## src/rtl/mem_port_arbiter.sv

```systemverilog
// Arbiter that shares one fixed-latency single-ported memory between IF and DM requesters.
// Optional MEM_ARB_RR_EN selects round-robin tie-breaking instead of fixed DM priority.
module mem_port_arbiter #(
  parameter int unsigned datasize = 32,
  parameter int unsigned MEM_LAT  = 2
) (
  input  logic                clk,
  input  logic                reset,
  input  logic                if_req,
  input  logic [datasize-1:0] if_addr,
  output logic [datasize-1:0] if_rdata,
  output logic                if_ready,
  input  logic                dm_req,
  input  logic                dm_we,
  input  logic [datasize-1:0] dm_addr,
  input  logic [datasize-1:0] dm_wdata,
  output logic [datasize-1:0] dm_rdata,
  output logic                dm_ready,
  output logic                stall_if,
  output logic                stall_dm,
  output logic                mem_en,
  output logic                mem_we,
  output logic [datasize-1:0] mem_addr,
  output logic [datasize-1:0] mem_wdata,
  input  logic [datasize-1:0] mem_rdata
);

  typedef enum logic [1:0] {StIdle, StIssue, StWait, StDone} state_e;

  localparam logic [2:0] LatInit = 3'(MEM_LAT);

  state_e              state_q, state_d;
  logic                owner_dm_q, owner_dm_d;
  logic [2:0]          cnt_q, cnt_d;
  logic                mem_en_q, mem_en_d;
  logic                mem_we_q, mem_we_d;
  logic [datasize-1:0] mem_addr_q, mem_addr_d;
  logic [datasize-1:0] mem_wdata_q, mem_wdata_d;
  logic [datasize-1:0] if_rdata_q, if_rdata_d;
  logic [datasize-1:0] dm_rdata_q, dm_rdata_d;
  logic                if_ready_q, if_ready_d;
  logic                dm_ready_q, dm_ready_d;

  logic if_elig, dm_elig, grant_dm;

  assign if_elig = if_req & ~if_ready_q;
  assign dm_elig = dm_req & ~dm_ready_q;

`ifdef MEM_ARB_RR_EN
  // Remembers the winner of the last contested grant (1 = DM); resets to IF so DM wins first.
  logic last_dm_q, last_dm_d;

  always_comb begin
    last_dm_d = last_dm_q;
    grant_dm  = dm_elig;
    if (dm_elig && if_elig) begin
      grant_dm = ~last_dm_q;
      if (state_q == StIdle) begin
        last_dm_d = ~last_dm_q;
      end
    end
  end

  always_ff @(posedge clk) begin
    if (reset) begin
      last_dm_q <= 1'b0;
    end else begin
      last_dm_q <= last_dm_d;
    end
  end
`else
  assign grant_dm = dm_elig;
`endif

  always_comb begin
    state_d     = state_q;
    owner_dm_d  = owner_dm_q;
    cnt_d       = cnt_q;
    mem_en_d    = mem_en_q;
    mem_we_d    = mem_we_q;
    mem_addr_d  = mem_addr_q;
    mem_wdata_d = mem_wdata_q;
    if_rdata_d  = if_rdata_q;
    dm_rdata_d  = dm_rdata_q;
    if_ready_d  = if_ready_q;
    dm_ready_d  = dm_ready_q;

    case (state_q)
      StIdle: begin
        if (dm_elig || if_elig) begin
          state_d    = StIssue;
          owner_dm_d = grant_dm;
          mem_en_d   = 1'b1;
          if (grant_dm) begin
            mem_we_d    = dm_we;
            mem_addr_d  = dm_addr;
            mem_wdata_d = dm_wdata;
          end else begin
            mem_we_d   = 1'b0;
            mem_addr_d = if_addr;
          end
        end
      end
      StIssue: begin
        mem_en_d = 1'b0;
        mem_we_d = 1'b0;
        cnt_d    = LatInit;
        state_d  = StWait;
      end
      StWait: begin
        cnt_d = cnt_q - 3'd1;
        // Count of 1 marks the last latency cycle: mem_rdata is valid now.
        if (cnt_q == 3'd1) begin
          state_d = StDone;
          if (owner_dm_q) begin
            dm_rdata_d = mem_rdata;
            dm_ready_d = 1'b1;
          end else begin
            if_rdata_d = mem_rdata;
            if_ready_d = 1'b1;
          end
        end
      end
      StDone: begin
        if_ready_d = 1'b0;
        dm_ready_d = 1'b0;
        state_d    = StIdle;
      end
      default: begin
        state_d = StIdle;
      end
    endcase
  end

  always_ff @(posedge clk) begin
    if (reset) begin
      state_q     <= StIdle;
      owner_dm_q  <= 1'b0;
      cnt_q       <= 3'd0;
      mem_en_q    <= 1'b0;
      mem_we_q    <= 1'b0;
      mem_addr_q  <= '0;
      mem_wdata_q <= '0;
      if_rdata_q  <= '0;
      dm_rdata_q  <= '0;
      if_ready_q  <= 1'b0;
      dm_ready_q  <= 1'b0;
    end else begin
      state_q     <= state_d;
      owner_dm_q  <= owner_dm_d;
      cnt_q       <= cnt_d;
      mem_en_q    <= mem_en_d;
      mem_we_q    <= mem_we_d;
      mem_addr_q  <= mem_addr_d;
      mem_wdata_q <= mem_wdata_d;
      if_rdata_q  <= if_rdata_d;
      dm_rdata_q  <= dm_rdata_d;
      if_ready_q  <= if_ready_d;
      dm_ready_q  <= dm_ready_d;
    end
  end

  assign mem_en    = mem_en_q;
  assign mem_we    = mem_we_q;
  assign mem_addr  = mem_addr_q;
  assign mem_wdata = mem_wdata_q;
  assign if_rdata  = if_rdata_q;
  assign dm_rdata  = dm_rdata_q;
  assign if_ready  = if_ready_q;
  assign dm_ready  = dm_ready_q;
  assign stall_if  = if_req & ~if_ready_q;
  assign stall_dm  = dm_req & ~dm_ready_q;

endmodule

```

## config.mk

```make
export PLATFORM = sky130hd
export DESIGN_NAME = mem_port_arbiter
export DESIGN_NICKNAME = d
export VERILOG_FILES = /design/src/rtl/mem_port_arbiter.sv
export SDC_FILE = /design/constraint.sdc
export NUM_CORES = 1
export LEC_CHECK = 0
export CAP_MARGIN = 10
export CORE_ASPECT_RATIO = 0.75
export CORE_MARGIN = 2
export CORE_UTILIZATION = 43
export DETAILED_ROUTE_END_ITERATION = 8
export HOLD_SLACK_MARGIN = 0.15
export PLACE_DENSITY = 0.83
export SLEW_MARGIN = 15
export SYNTH_ARGS = -nofsm -noshare
export SYNTH_HDL_FRONTEND = slang
export SYNTH_SLANG_ARGS = --single-unit
```

## constraint.sdc

```tcl
create_clock -name clk -period 3.97 [get_ports clk]
set_input_delay 0.5955 -clock clk [delete_from_list [all_inputs] [get_ports clk]]
set_output_delay 0.5955 -clock clk [all_outputs]
set_load 0.01 [all_outputs]
```

======== After elaboration in Yosys (flattened, before gate mapping) ========
Index checks and enable logic that the tools add are counted.
operators by class
  add/sub/neg operators ................... 1
  eq/ne operators ......................... 8
  mux-type cells .......................... 16
  bitwise gates (word level) .............. 5
  reduce and logical (&&, ||, !) cells .... 13
operator list
  kind                                                                 count
  32-bit 2-to-1 mux                                                    1
  3-bit AND reduction                                                  5
  2-bit != test (second input constant)                                4
  1-bit case mux with 2 select lines                                   4
  2-bit case mux with 4 select lines                                   1
  1-bit 2-to-1 mux                                                     7
  3-bit case mux with 2 select lines                                   1
  2-bit AND reduction                                                  3
  2-bit nonzero test                                                   3
  2-bit == test (second input constant)                                2
  2-bit 2-to-1 mux                                                     2
  3-bit by 1-bit == test with 1-bit output (second input constant)     1
  1-bit NOT                                                            3
  3-bit by 1-bit subtractor with 3-bit output (second input constant)  1
  1-bit AND                                                            2
  2-bit by 1-bit == test with 1-bit output (second input constant)     1
  2-bit zero test                                                      1
  1-bit logical OR                                                     1
storage, ports and cells
  flip-flop bits (word level) ............. 138
  input port bits ......................... 133
  output and inout port bits .............. 134
  word-level logic and storage cells ...... 54

======== Depth between registers and ports, before layout ========
  word-level depth ........................ 5
  mapped depth ............................ 8
  depth with buffers taken out ............ 6

======== Worst setup path after synthesis ========
No wires, ideal clock.
  kind .................................... input-to-output
  start point ............................. input dm_req
  end point ............................... output stall_dm
  data arrival time ....................... 1049 ps
  data required time ...................... 3374 ps
  path slack .............................. 2326 ps
  cell stages on the path ................. 4
  buffers on the path ..................... 2
  cells stage by stage .................... nand2b_4 > buf_6 > inv_2 > buf_2
between the ends
  cells in the longest elaborated chain, start to end .. 1
ends and longest elaborated chain
  what                RTL line  source
  start: declaration  13        input logic dm_req,
  1-bit AND           172       assign stall_dm = dm_req & ~dm_ready_q;
  end: declaration    20        output logic stall_dm,
Every way passes these cells.

======== Worst setup path after layout ========
Same ends and word-level chain as after synthesis.

==> metrics.yaml <==
logic_synthesis:
  synth-edff-count: 0
  avgSynthCellArea_sq_um: 8.02
  ys_types: 29
  ys.warnings.count: 0
  synth_seq_area_share_pct: 51.9
  synth_fp_nets: 805
  ys.flop_type: "dfxtp_1"
  ys_ff_latch: 138
  postSynth.asyncResetShare_pct: 0
  netlist_area_sq_um: 5320
  synth_cells: 664
timing:
  hold_viol: 0
  fmax_ghz: 0.353
  min_period_ns: 2.83
  worst_pin_slew_ns: 0.945
  setup_tns_ns: 0
  finClkSkew_ns: 0.0146
  drv_slew: 0
  setup_viol: 0
  rsz0062_at_grt: "false"
  relSlewSlack_pct: 37.0
  min_period_over_period_pct: 71.4
  holdWs_ns: 0.452
floorplan:
  start_util_pct: 43.7
  coreArea_sq_um: 12200
  chipHeight_um: 100
  rows: 35
  die-area_sq_um: 13300
  io_pins: 267
  dieWidth_um: 132
worst_setup_path:
  cp.depth: 4
  max_stage_delay_ns: 0.57
  startpoint: "dm_req"
  worst_setup_path_end_kind: "primary output"
  r2r_setup_slack_ns: 1.71
  cp-start-kind: "input port"
  crit_path_end: "stall_dm"
  r2r_start: "dm_ready$_SDFFE_PP0P_"
  worstPathRequired_ns: 3.37
  cp_cell_sequence: "clkdlybuf4s50_1 -> nand2b_4 -> inv_2 -> clkdlybuf4s50_1"
  cp_top_family: "buffers and inverters"
  critPathBufInv: 3
  worstPathArrival_ns: 2.24
  path_class: "input port to primary output"
  r2r-end: "mem_wdata[20]$_SDFFE_PP0P_"
  slowest_stage: "clkdlybuf4s50_1"
  cp_max_fo: 36
  r2r_cells: 6
  crit_top_cell: "clkdlybuf4s50_1"
pwr:
  p_switching_mw: 1.43
  p_int_mw: 3.34
  pwr-share-clk_pct: 33.9
  power_density_nw_per_um2: 556
  p_seq_share_pct: 36.7
  leakage_nw: 3.10
  irDropWorstVdd_mv: 0.337
  switching_share_pct: 29.9
  combPwrFrac_pct: 29.3
clock_network:
  cts_resized: 0
  worstSkewPairLatency_ns: 0.41
  cts-htree-levels: 4
  cts_tree: "yes"
  root_buffer: "clkbuf_16"
  cts.clk_slew.worst_paths_ns: 0.05
  cts_buffers: 17
  cts_hold_buffers: 0
  postCtsSetupRepairBufs: 0
  clkSinkCount: 138
  cts_buffer_depth: 2
drt:
  drt-wirelength-per-cell_um: 14.7
  vias: 5347
  vias_per_cell: 4.91
  dr.first_iter.drc_count: 311
  wirelength_um: 16000
  first_pass_iters: 5
  ant_nets: 0
  drc: 0
final_layout:
  multi_input_area_sq_um: 2210
  drive_gt1_share_pct: 4.99
  syn_to_final_growth_pct: 61.1
  antenna_cells: 0
  final_cell_mix: "clkdlybuf4s50_1, nand2_1, dfxtp_1"
  final_common_cell: "clkdlybuf4s50_1"
  final_nets: 1051
  regArea_sq_um: 2760
  fillers: 1025
global_route:
  grt_pass1_wl_um: 25700
  grt_max_degree: 91
  grt_pass1_vias: 5118
  grt.overflow.total: 0
  antenna_found_initial: 0
  grt.total_usage_pct: 24.1
placement:
  place.gp.congestion: 0.783
  hpwl_um: 11100
  io_buffers: 266
outcome:
  status: "finished clean"
hold_path:
  hold_class: "flip-flop to flip-flop"
  hold_path_depth: 2
flow_run:
  drv_cap: 0
how the worst min path moves through the flow:
stage	start	endpoint	slack [ns]
2_1_floorplan	cnt_q[1]$_SDFFE_PP0P_	cnt_q[1]$_SDFFE_PP0P_	0.45
3_3_place_gp	mem_wdata[6]$_SDFFE_PP0P_	mem_wdata[6]$_SDFFE_PP0P_	0.44
3_5_place_dp	if_rdata[19]$_SDFFE_PP0P_	if_rdata[19]$_SDFFE_PP0P_	0.45
4_1_cts	mem_wdata[6]$_SDFFE_PP0P_	mem_wdata[6]$_SDFFE_PP0P_	0.45
5_1_grt	dm_rdata[12]$_SDFFE_PP0P_	dm_rdata[12]$_SDFFE_PP0P_	0.47
6_report	mem_wdata[31]$_SDFFE_PP0P_	mem_wdata[31]$_SDFFE_PP0P_	0.45
per-stage QoR:
stage,utilization [%],setup WS [ns],total power [mW],std cells,cell area [sq um]
floorplan,-,2.33,2.49,664,5320
global placement,65.5,1.17,3.15,1057,7970
detailed placement,65.5,1.15,3.17,1057,7970
CTS,70.5,1.14,4.80,1088,8580
global route,70.5,1.06,5.01,1088,8580
finish,70.5,1.14,4.77,1088,8580
layer usage:
metal	up-vias	global-route usage, %	part of all wire [%]
li1	2688	-	-
met1	2458	30.0	44
met2	186	40.3	48
met3	15	7.58	7.4
met4	0	7.44	1.1
met5	-	0	0
cell families (layout without fill, tap and decap cells):
group                    count (synthesis)  count (layout)  share of synthesized area [%]
AO/OA/AOI/OAI                          145             145                           16.7
buffers and inverters                   60             318                           6.56
adder cells (fa/ha/maj)                  8               8                           1.88
multiplexers                             1               1                          0.188
AND/OR/NAND/NOR                        312             312                           22.8
flip-flops                             138             138                           51.9
final cells by class:
type,count,area share [%]
clock buffer,18,5.12
clock inverter,13,1.95
inverter,11,0.481
multi-input combinational,466,25.8
sequential,138,32.2
tap,166,2.42
timing repair buffer,276,32.0
worst reg2reg max path: stages, from the launching register on:
cell and delay, ns:
dfxtp_1 0.40, nand2b_4 0.43, inv_2 0.21, nand2_1 0.55
buf_4 0.35, nand2_1 0.09, a21oi_1 0.17
flip-flops by register name, indices dropped and copies added (netlist names):
register    cells
cnt_q           3
mem_addr       32
dm_ready        1
if_rdata       32
mem_wdata      32
mem_we          1
owner_dm_q      1
if_ready        1
state_q         2
dm_rdata       32
mem_en          1
power groups by stage:
stage / Clock [mW] / Combinational, mW / Sequential, mW
finish: 1.62 / 1.40 / 1.75
detailed placement: 0 / 1.39 / 1.78
CTS: 1.65 / 1.40 / 1.75
global route: 1.72 / 1.52 / 1.78
global placement: 0 / 1.37 / 1.78
floorplan: 0 / 0.618 / 1.87
cells in the mapped netlist (2+ instances only):
cell type  number  area (sq um)
a2111oi_0       2          17.5
nor2_1         38           143
nand2b_1        4          25.0
buf_6          11           124
buf_4           5          37.5
inv_1          10          37.5
o21ai_0         4          20.0
nand2_1       259           972
nand3_1         3          15.0
a32oi_1         2          17.5
a31oi_1         2          12.5
a311oi_1       33           289
clkbuf_1       15          56.3
ha_1            8           100
a21oi_1        98           490
buf_2          18          90.1
and3_1          3          18.8
dfxtp_1       138          2760
(Power assumes the default switching activity.)
